## config.mk

```make
export PLATFORM = sky130hd
export DESIGN_NAME = temporal_decoder
export DESIGN_NICKNAME = d
export VERILOG_FILES = /design/src/rtl/temporal_pkg.sv /design/src/rtl/temporal_edge_capture.sv /design/src/rtl/temporal_decoder.sv
export SDC_FILE = /design/constraint.sdc
export NUM_CORES = 1
export LEC_CHECK = 0
export ABC_AREA = 1
export CAP_MARGIN = 25
export CORE_AREA = 2 2 74 69
export CTS_CLUSTER_SIZE = 16
export DETAILED_ROUTE_END_ITERATION = 8
export DIE_AREA = 0 0 76 71
export DONT_BUFFER_PORTS = 1
export GPL_TIMING_DRIVEN = 0
export MAX_ROUTING_LAYER = met4
export PLACE_DENSITY = 0.8
export SLEW_MARGIN = 30
export SYNTH_ARGS = -nofsm -noshare
export SYNTH_HDL_FRONTEND = slang
export SYNTH_SLANG_ARGS = --single-unit
```

## constraint.sdc

```tcl
create_clock -name clk -period 1.75 [get_ports clk]
set_input_delay 0.0875 -clock clk [delete_from_list [all_inputs] [get_ports clk]]
set_output_delay 0.0875 -clock clk [all_outputs]
set_load 0.05 [all_outputs]
```

## src/rtl/temporal_pkg.sv

```systemverilog
// Shared types and helpers for the race-logic (temporal) fabric: window state
// encoding, decoded value width and the INF code used by encoder, operators and decoder.
package temporal_pkg;

  typedef enum logic {TD_IDLE, TD_ACTIVE} td_state_e;

  // Width needed to hold offsets 0..G-1 plus the INF code G.
  function automatic int val_w(input int g);
    return $clog2(g + 1);
  endfunction

  // A line that never edges in its window decodes to the window length itself.
  function automatic int inf_code(input int g);
    return g;
  endfunction

endpackage

```

## src/rtl/temporal_edge_capture.sv

```systemverilog
// Per-line first-edge recorder: remembers the window offset of the first active edge,
// reporting INF until one is seen. The value also reflects an edge in the current cycle.
module temporal_edge_capture
  import temporal_pkg::*;
#(
  parameter int G       = 16,
  parameter bit FALLING = 1'b0,
  parameter int VAL_W   = val_w(G)
) (
  input  logic             clk,
  input  logic             rst,
  input  logic             clear,
  input  logic [VAL_W-1:0] t,
  input  logic             line,
  output logic [VAL_W-1:0] value
);

  localparam logic             IDLE_LVL = FALLING;
  localparam logic [VAL_W-1:0] INF      = VAL_W'(inf_code(G));

  logic             prev_q;
  logic             captured_q;
  logic [VAL_W-1:0] time_q;
  logic             prev_eff;
  logic             edge_now;

  // At t=0 the previous sample is treated as idle, so a line already active decodes to 0.
  always_comb begin
    prev_eff = clear ? IDLE_LVL : prev_q;
    edge_now = (line != IDLE_LVL) && (prev_eff == IDLE_LVL);
  end

  // NOTE: state registers use non-blocking assignments so every flop samples pre-edge values.
  always_ff @(posedge clk or posedge rst) begin
    if (rst) begin
      prev_q     <= IDLE_LVL;
      captured_q <= 1'b0;
      time_q     <= '0;
    end else begin
      prev_q <= line;
      if (clear) begin
        captured_q <= edge_now;
        time_q     <= t;
      end else if (!captured_q && edge_now) begin
        captured_q <= 1'b1;
        time_q     <= t;
      end
    end
  end

  // A stale flag from before the window start is ignored in the clear cycle.
  assign value = (captured_q && !clear) ? time_q : (edge_now ? t : INF);

endmodule

```

## src/rtl/temporal_decoder.sv

```systemverilog
// Race-logic to binary decoder: per gamma window, captures each line's first-edge offset
// and hands the vector to synchronous logic through a single-entry valid/ready buffer.
module temporal_decoder
  import temporal_pkg::*;
#(
  parameter int GAMMA_CYCLE_WIDTH = 16,
  parameter int NUM_LINES         = 4,
  parameter bit FALLING           = 1'b0,
  localparam int VAL_W            = val_w(GAMMA_CYCLE_WIDTH)
) (
  input  logic                       clk,
  input  logic                       rst,
  input  logic                       gamma_start,
  input  logic [NUM_LINES-1:0]       lines_in,
  output logic                       out_valid,
  input  logic                       out_ready,
  output logic [NUM_LINES*VAL_W-1:0] out_value,
  output logic                       out_overrun,
  output logic                       busy
);

  localparam logic [VAL_W-1:0] LAST_T = VAL_W'(GAMMA_CYCLE_WIDTH - 1);

  td_state_e                  state_q, state_d;
  logic [VAL_W-1:0]           t_q, t_d, t_cur;
  logic                       last;
  logic                       hs;
  logic [NUM_LINES*VAL_W-1:0] result;

  always_ff @(posedge clk or posedge rst) begin
    if (rst) begin
      state_q <= TD_IDLE;
      t_q     <= '0;
    end else begin
      state_q <= state_d;
      t_q     <= t_d;
    end
  end

  // NOTE: every output of this block gets a default first, so no path can infer a latch.
  always_comb begin
    state_d = state_q;
    t_d     = t_q;
    t_cur   = gamma_start ? '0 : t_q;
    last    = 1'b0;
    if (gamma_start) begin
      // Restart from any state; the gamma_start cycle itself is offset 0.
      state_d = TD_ACTIVE;
      t_d     = VAL_W'(1);
    end else if (state_q == TD_ACTIVE) begin
      if (t_q == LAST_T) begin
        state_d = TD_IDLE;
        t_d     = '0;
        last    = 1'b1;
      end else begin
        t_d = t_q + VAL_W'(1);
      end
    end
  end

  assign busy = (state_q == TD_ACTIVE) || gamma_start;

  for (genvar i = 0; i < NUM_LINES; i++) begin : g_line
    temporal_edge_capture #(
      .G       (GAMMA_CYCLE_WIDTH),
      .FALLING (FALLING),
      .VAL_W   (VAL_W)
    ) u_capture (
      .clk   (clk),
      .rst   (rst),
      .clear (gamma_start),
      .t     (t_cur),
      .line  (lines_in[i]),
      .value (result[i*VAL_W +: VAL_W])
    );
  end

  assign hs = out_valid && out_ready;

  // A handshake in the transfer cycle frees the slot, so the new result loads without loss.
  always_ff @(posedge clk or posedge rst) begin
    if (rst) begin
      out_valid   <= 1'b0;
      out_value   <= '0;
      out_overrun <= 1'b0;
    end else if (last) begin
      if (!out_valid || hs) begin
        out_value <= result;
        out_valid <= 1'b1;
      end else begin
        out_overrun <= 1'b1;
      end
    end else if (hs) begin
      out_valid <= 1'b0;
    end
  end

endmodule

```

* After elaboration in Yosys (flattened, before gate mapping) *
Index checks and enable logic that the tools add are counted.

storage, ports and cells
  register bits after elaboration = 56
  input port bits = 8
  output and inout bits = 23
  logic and storage cells = 96

cells by class
  $add $sub $neg = 1
  eq/ne operators = 2
  mux-type cells = 41
  bitwise logic cells = 5
  reductions and logical operators = 30

operator list
  operator                                                          number
  5-bit 2-to-1 mux                                                  20
  1-bit 2-to-1 mux                                                  21
  1-bit logical AND                                                 13
  2-bit nonzero test                                                6
  1-bit zero test                                                   6
  2-bit AND reduction                                               3
  5-bit by 1-bit adder with 5-bit output (second input constant)    1
  5-bit by 4-bit == test with 1-bit output (second input constant)  1
  1-bit NOT                                                         5
  1-bit logical OR                                                  2
  2-bit by 1-bit != test with 1-bit output (second input constant)  1

* Logic depth before layout (Yosys ltp) *
Gate-level depths: netlist of run 1.

  depth in word-level cells = 6
  depth in mapped cells = 9
  mapped depth without buffers = 8

* Modules after synthesis *
From an unflattened synthesis of run 1, not the netlist that was laid out.

second synthesis, totals
  cells, all modules = 380
  area, all modules = 2,930.3 µm²

by module, submodules not included
  module                 instances  cells each  area an instance (µm²)  seq. area each (µm²)
  temporal_edge_capture  4          59          416.6                   175.2
  temporal_decoder       1          144         1,263.7                 700.7

* Least setup slack after synthesis of run 1 *
Ideal clock, no wire load.

  path type = register to register
  from = reg out_valid
  to = reg out_value[0]
  setup time = 0.066 ns
  arrival = 1.320 ns
  data required time = 1.684 ns
  setup slack = 0.364 ns
  cell stages (with the launch flop) = 8
  buffers on the path = 1
  period minus slack after synthesis = 1.386 ns
  path through = dfrtp_1 > inv_1 > nor2_1 > inv_1 > nand3_2 > buf_6 > nand2_1 > nand2_1

between the ends
  word-level cells in the longest chain between the ends = 3
  elaborated cells between the ends (all ways) = 4
  classes of those cells = reduce/logical: 4

RTL lines
  what                                                  RTL line                                        RTL
  start, declared                                       temporal_decoder.sv:15                          output logic out_valid,
  start signal, assigned                                temporal_decoder.sv:83                          out_valid <= 1'b0;
  start signal, assigned                                temporal_decoder.sv:89                          out_valid <= 1'b1;
  start signal, assigned                                temporal_decoder.sv:94                          out_valid <= 1'b0;
  1-bit zero test or 1-bit logical AND (tied branches)  temporal_decoder.sv:87, temporal_decoder.sv:78
  1-bit logical OR (*)                                  temporal_decoder.sv:87                          if (!out_valid || hs) begin
  2-bit AND reduction (no line) (*)                     --
  end signal, assigned                                  temporal_decoder.sv:88                          out_value <= result;
  end, declared                                         temporal_decoder.sv:17                          output logic [NUM_LINES*VAL_W-1:0] out_value,

Every way passes the cells marked *; elsewhere a longest branch is shown, timed or not.
A chain may end at the register's enable or synchronous reset.

* Final worst setup path of run 1 *
  from = reg out_valid
  to = reg out_value[6]

Same word-level chain as after synthesis.

==> results_dict.tcl, run 1 <==
set metrics [dict create \
    cts_sinks 56 \
    setup_violations 0 \
    rsz0062_at_grt "no" \
    antennaDiodeCount 0 \
    die_area_um2 5396 \
    grt_max_degree 37 \
    ys_seq_area_share_pct 53.69 \
    dp.cells 373 \
    ys_types 25 \
    first_iter_violations 193 \
    clock_latency_ps 320 \
    min_to "out_valid" \
    drtAntennaViolNets 0 \
    synth-edff-count 0 \
    cts_buffer_depth 2 \
    grt_overflow 0 \
    grt_pass1_vias 2004 \
    min_period_over_period_pct 87.89 \
    fp.dieH_um 71 \
    grt_usage_pct 23.14 \
    drv_slew 0 \
    r2r_slack_ps 210 \
    antenna_found_initial 0 \
    final_hold_viol_count 0 \
    fmax_ghz 0.6502 \
    syn_nets 316 \
    fin_ws_ps 212.0 \
    route.detailed.drc 0 \
    ff2ff_path_depth 7 \
    status "complete, no violations" \
    drive_gt1_share_pct 10.90 \
    fin_crit_ps 1538 \
    swShare_pct 26.31 \
    grt_pass1_wl_mm 9.363 \
    wl_mm 5.406 \
    hold_buffers 5 \
    worstPathRequired_ps 2010 \
    peakVddDrop_v 0.0004772 \
    nFillCells 410 \
    drv_cap 0 \
    fp.coreArea_um2 4654 \
    p_clk_share_pct 31.9 \
    power_leakage_nw 1.551 \
    ys_warn_count 0 \
    p_switching_w 0.0006135 \
    stdcell_count 386 \
    wl_per_cell_um 14.01 \
    power.density_nw_per_um2 816.1 \
    synth_top_area_share_pct 53.69 \
    path_class "register to register" \
    p_int_w 0.001719 \
    hold-path-cell-count 3 \
    numCtsBuffers 5 \
    synthTopCellsByCount "131 x nand2_1, 56 x dfrtp_1, 30 x nand3_1" \
    syn_inst 307 \
    min_from "out_ready" \
    max_slew_margin_pct 66.79 \
    htree_levels 2 \
    worstSetupStartpointType "register" \
    fin_total_pwr_w 0.002332 \
    via_count 2030 \
    viasPerCell 5.259 \
    crit_path_end_kind "register" \
    worst_slew_pin_slew_ps 498.2 \
    yosysMostFrequentCell "nand2_1" \
    io_buffers 0 \
    pre_cts_ws_ps 205.2 \
    dr.pass1.iters 4 \
    ios 31 \
    holdCritPathClass "primary input to register" \
    gp_congestion 0.8417 \
    synthToLayoutAreaGrowth_pct 9.492 \
    die_x_um 76 \
    pwr-share-comb_pct 9.6 \
    reg2reg_to "out_value[6]" \
    floorplan.initialDensity_pct 56.08 \
    post_cts_buffers 0 \
    fin_util_pct 61.40 \
    critPathMaxFanout 10 \
    startpoint "out_valid" \
    arrival_ps 1800 \
    synthArstFlopShare_pct 100.0 \
    fp-row-count 24 \
    ys_ff_latch 56 \
    ys.flop_type "dfrtp_1" \
    fin_worst_skew_ps 14.18 \
    seq_power_share_pct 58.5 \
    synth_area_per_cell_um2 8.502 \
    cts_root_buf "clkbuf_8" \
    synth.area.top_cells "dfrtp_1 54%, nand2_1 19%, nand3_1 5.8%" \
    dp_hpwl_mm 3.636 \
    cts_resized 0 \
    clk_pin_slew_ps 100 \
    cts_tree "done" \
    r2r_start "out_valid" \
    final_nets 329 \
    syn-cell-area_um2 2610 \
    yosys.area.top_type "dfrtp_1" \
]
[final cells by class]
type,count,area [um^2],share of cell area (%)
buffer,9,93.84,3.284
clock buffer,7,86.33,3.021
clock inverter,1,7.507,0.2627
inverter,23,91.34,3.196
multi-input combinational,219,1026,35.90
sequential,56,1401,49.04
tap,65,81.33,2.846
timing repair buffer,6,70.07,2.452
[worst max-delay path by stage]
stage	to	slack, ps	cells past startpoint
after detailed placement	out_value[6]	210	7
after global placement	t_q[1]	-300	1
final	out_value[6]	210	7
after floorplan	g_line[0].u_capture.captured_q	290	1
after CTS	out_value[6]	170	7
after global routing	out_value[17]	90	7
[metal layers]
layer	wire length, um	up-vias	track usage (%)
met1	2421	966	30.11
met2	2585	52	35.02
li1	-	1004	-
met3	307	8	5.485
met4	91	0	10.30
met5	0	-	-
[power by group through the flow]
stage	combinational, W	clock, W	sequential (W)
after global routing	0.000252	0.000817	0.00137
after global placement	0.000195	0	0.00139
after detailed placement	0.000207	0	0.00139
final	0.000223	0.000744	0.00137
after CTS	0.000224	0.000761	0.00136
after floorplan	0.000156	0	0.00138
[stage by stage]
step	setup TNS (ps)	instance area (um^2)	hold slack, ps
floorplan	0	2610	118.9
global placement	-16780	2691	119.2
detailed placement	0	2714	-69.71
CTS	0	2858	24.68
global route	0	2858	35.61
finish	0	2858	23.65
[flip-flops by register name, summed over array words and instances, names as in the netlist]
name                         count
g_line.u_capture.captured_q      4
g_line.u_capture.prev_q          4
g_line.u_capture.time_q         20
out_overrun                      1
out_valid                        1
out_value                       20
state_q                          1
t_q                              5
[critical path, cell delays in order (launching register included)]
cell and delay, ps:
dfrtp_1 650, inv_1 80, nor2_1 220, inv_1 120
nand3_2 110, buf_6 150, nand2_1 50, nand2_1 100
[cell usage in the layout (no fill, tap or decap), types with 2 or more instances in the layout]
cell type and n:
buf_4 2, buf_6 7, clkbuf_8 6, dfrtp_1 56, dlygate4sd3_1 5, inv_1 18, inv_2 2, inv_4 2
nand2_1 131, nand2_2 5, nand3_1 30, nand3_2 2, nand4_1 16, nor2_1 13, nor2_4 2, o21ai_0 4
o21ai_1 7
[cells by family after synthesis]
kind of cell | count (synthesis) | share of synthesized area, %
AO/OA/AOI/OAI | 14 | 2.924
flip-flops | 56 | 53.69
XOR/XNOR | 1 | 0.3356
AND/OR/NAND/NOR | 203 | 35.57
buffers and inverters | 32 | 6.999
adder cells (fa/ha/maj) | 1 | 0.4793
No activity file was read; power rests on OpenSTA's default activity.
==> run 2, diff against run 1 <==
--- a/config.mk
+++ b/config.mk
@@ -7,10 +7,10 @@
 export LEC_CHECK = 0
 export ABC_AREA = 1
 export CAP_MARGIN = 25
-export CORE_AREA = 2 2 74 69
+export CORE_AREA = 2 2 78 73
 export CTS_CLUSTER_SIZE = 16
 export DETAILED_ROUTE_END_ITERATION = 8
-export DIE_AREA = 0 0 76 71
+export DIE_AREA = 0 0 80 75
 export DONT_BUFFER_PORTS = 1
 export GPL_TIMING_DRIVEN = 0
 export MAX_ROUTING_LAYER = met4
@@ -18,4 +18,5 @@
 export SLEW_MARGIN = 30
 export SYNTH_ARGS = -nofsm -noshare
 export SYNTH_HDL_FRONTEND = slang
+export SYNTH_HIERARCHICAL = 1
 export SYNTH_SLANG_ARGS = --single-unit
==> run 2 against run 1 <==
Sequential share of layout area is 5.7 points lower. Core utilization up 1.7 points. Sequential power increased by 3%. Largest power group unchanged. Maximum frequency shrank 7.0%. Critical endpoint is now t_q[2]. Worst hold slack better by 6.9 ps. Critical path depth shrank 2. Largest cell class unchanged. Synthesized area rose by 12%. Combinational power increased by 46%. Final cell count is 20% higher.
==> results_dict.tcl, run 2 <==
set metrics [dict create \
    fmax_ghz 0.6049 \
    min_period_over_period_pct 94.46 \
    die_x_um 80 \
    ys_ff_latch 56 \
    yosys.area.top_type "dfrtp_1" \
    grt_max_degree 29 \
    cts_buffer_depth 2 \
    crit_slowest_cell "dlygate4sd3_1" \
    io_buffers 0 \
    syn_inst 380 \
    route.detailed.drc 0 \
    reg_top3 "g_line.u_capture/time_q x20, out_value x20, t_q x5" \
    drtAntennaViolNets 0 \
    numCtsBuffers 5 \
    critical-path-top-delay-family "buffers and inverters" \
    antennaDiodeCount 0 \
    via_count 2501 \
    final_cell_mix "139 x nand2_1, 56 x dfrtp_1, 47 x nand3_1" \
    antenna_found_initial 0 \
    cts_root_buf "clkbuf_8" \
    drive_gt1_share_pct 12.34 \
    path_class "register to register" \
    grt_usage_pct 24.83 \
    drv_slew 0 \
    cts_sinks 56 \
    peakVddDrop_v 0.0004171 \
    ys.flop_type "dfrtp_1" \
    power_leakage_nw 1.761 \
    viasPerCell 5.390 \
    setup_violations 0 \
    synth_top_area_share_pct 47.82 \
    grt_overflow 0 \
    worstPathBufferInverterCount 1 \
    clock_latency_ps 310 \
    holdWs_ps 30.55 \
    fp.coreArea_um2 5130 \
    status "complete, no violations" \
    yosysMostFrequentCell "nand2_1" \
    wl_mm 6.615 \
    fin_worst_skew_ps 10.45 \
    clk_pin_slew_ps 100 \
    synth_area_per_cell_um2 7.711 \
    synthArstFlopShare_pct 100.0 \
    final_nets 405 \
    path_cells "ha_1 > nand2_1 > nor2_1 > nor3_1 > dlygate4sd3_1" \
    ys_warn_count 6 \
    wl_per_cell_um 14.26 \
    grt_pass1_vias 2379 \
    rsz0062_at_grt "no" \
    ios 31 \
    final_common_cell "nand2_1" \
    worstPathRequired_ps 1990 \
    synthToLayoutAreaGrowth_pct 10.46 \
    ys_types 24 \
    worstSetupStartpointType "register" \
    worst_slew_pin_slew_ps 649.2 \
    syn_nets 389 \
    arrival_ps 1900 \
    fp.dieH_um 75 \
    power.density_nw_per_um2 812.0 \
    dr.pass1.iters 4 \
    critPathMaxFanout 5 \
    holdCritPathClass "primary input to register" \
    synthTopCellsByCount "139 x nand2_1, 56 x dfrtp_1, 47 x nand3_1" \
    htree_levels 2 \
    gp_congestion 0.8564 \
    syn-cell-area_um2 2930 \
    fin_crit_ps 1653 \
    drv_cap 0 \
    synth.area.top_cells "dfrtp_1 48%, nand2_1 18%, nand3_1 8.0%" \
    die_area_um2 6000 \
    first_iter_violations 189 \
    fp-row-count 25 \
    grt_pass1_wl_mm 11.04 \
    setup-tns-final_ps 0 \
    floorplan.initialDensity_pct 57.12 \
    final_hold_viol_count 0 \
    post_cts_buffers 0 \
    crit_path_end_kind "register" \
    critPathMaxStageDelay_ps 590 \
    ys_seq_area_share_pct 47.82 \
    max_slew_margin_pct 56.56 \
    synth-edff-count 0 \
    cts_tree "done" \
    dp_hpwl_mm 4.599 \
    nFillCells 440 \
]
run 2: cell types whose count changed after synthesis, sizes merged:
cell / before / now
nor2: 17 / 28
clkbuf: 0 / 2
buf: 9 / 6
o21bai: 1 / 2
a21oi: 1 / 5
a21boi: 0 / 1
nand4: 16 / 22
nand3: 33 / 48
nor3: 0 / 1
nand2: 137 / 145
inv: 22 / 51
clkinv: 1 / 0
xor2: 1 / 0
run 2: worst reg2reg max path, delay by kind of cell (launching register included):
family	cells	cell delay, ps
adders and majority gates	1	260
buffers and inverters	1	590
DFF	1	440
and+or+nand+nor	3	300
run 2: cells by family after synthesis:
| family | synth area share (%) |
|---|---|
| buffers and inverters | 8.753 |
| DFF | 47.82 |
| AOI/OAI and AO/OA | 5.721 |
| adders and majority gates | 0.4269 |
| and+or+nand+nor | 37.28 |
run 2: what timing repair did:
action	CTS	global route
hold buffers	9	0
setup endpoints to repair	0	13
endpoints found under the hold margin	87	0
resized for setup	0	4
run 2: power by group:
part	total, W	internal (W)	switching (W)
combinational	0.000325	0.000100	0.000225
clock	0.000895	0.000469	0.000426
sequential	0.00141	0.00134	0.0000645
run 2: worst paths after layout:
check | end | start | cells after the start | slack [ps]
worst max-delay path | t_q[2] | t_q[0] | 5 | 100
worst min-delay path | g_line[1].u_capture/time_q[2] | gamma_start | 3 | 30
max in group asynchronous | out_value[0] | rst | 2 | 950
worst max register to register | t_q[2] | t_q[0] | 5 | 100
min in group asynchronous | g_line[1].u_capture/time_q[2] | rst | 2 | 260
worst min register to register | g_line[1].u_capture/time_q[3] | g_line[1].u_capture/time_q[3] | 2 | 520
run 2: area by class of cell:
cell class / instances / area, um^2 / share of cell area [%]
inverters: 51 / 205.2 / 6.339
plain buffers: 8 / 55.05 / 1.701
clock buffers: 6 / 82.58 / 2.551
flip-flops and latches: 56 / 1401 / 43.29
clock inverters: 2 / 38.79 / 1.198
multi-input cells: 265 / 1277 / 39.47
repair buffers: 9 / 92.59 / 2.860
well taps: 67 / 83.83 / 2.590
run 2: metrics by stage:
stage	setup WS (ps)	util [%]	std cells	area [um^2]	power, W
after global routing	8.892	63.10	464	3237	0.002745
after floorplan	455.2	-	380	2930	0.001654
final	96.88	63.10	464	3237	0.002628
after global placement	219.3	58.76	447	3014	0.001710
after detailed placement	172.0	58.76	447	3014	0.001723
after CTS	11.26	62.88	464	3226	0.002637
run 2: layer usage:
metal,global-route usage [%],share of wire (%),up-vias
met3,4.556,6.5,7
li1,-,-,1237
met4,9.981,1.1,0
met5,-,0,-
met2,40.46,48,83
met1,30.98,45,1174
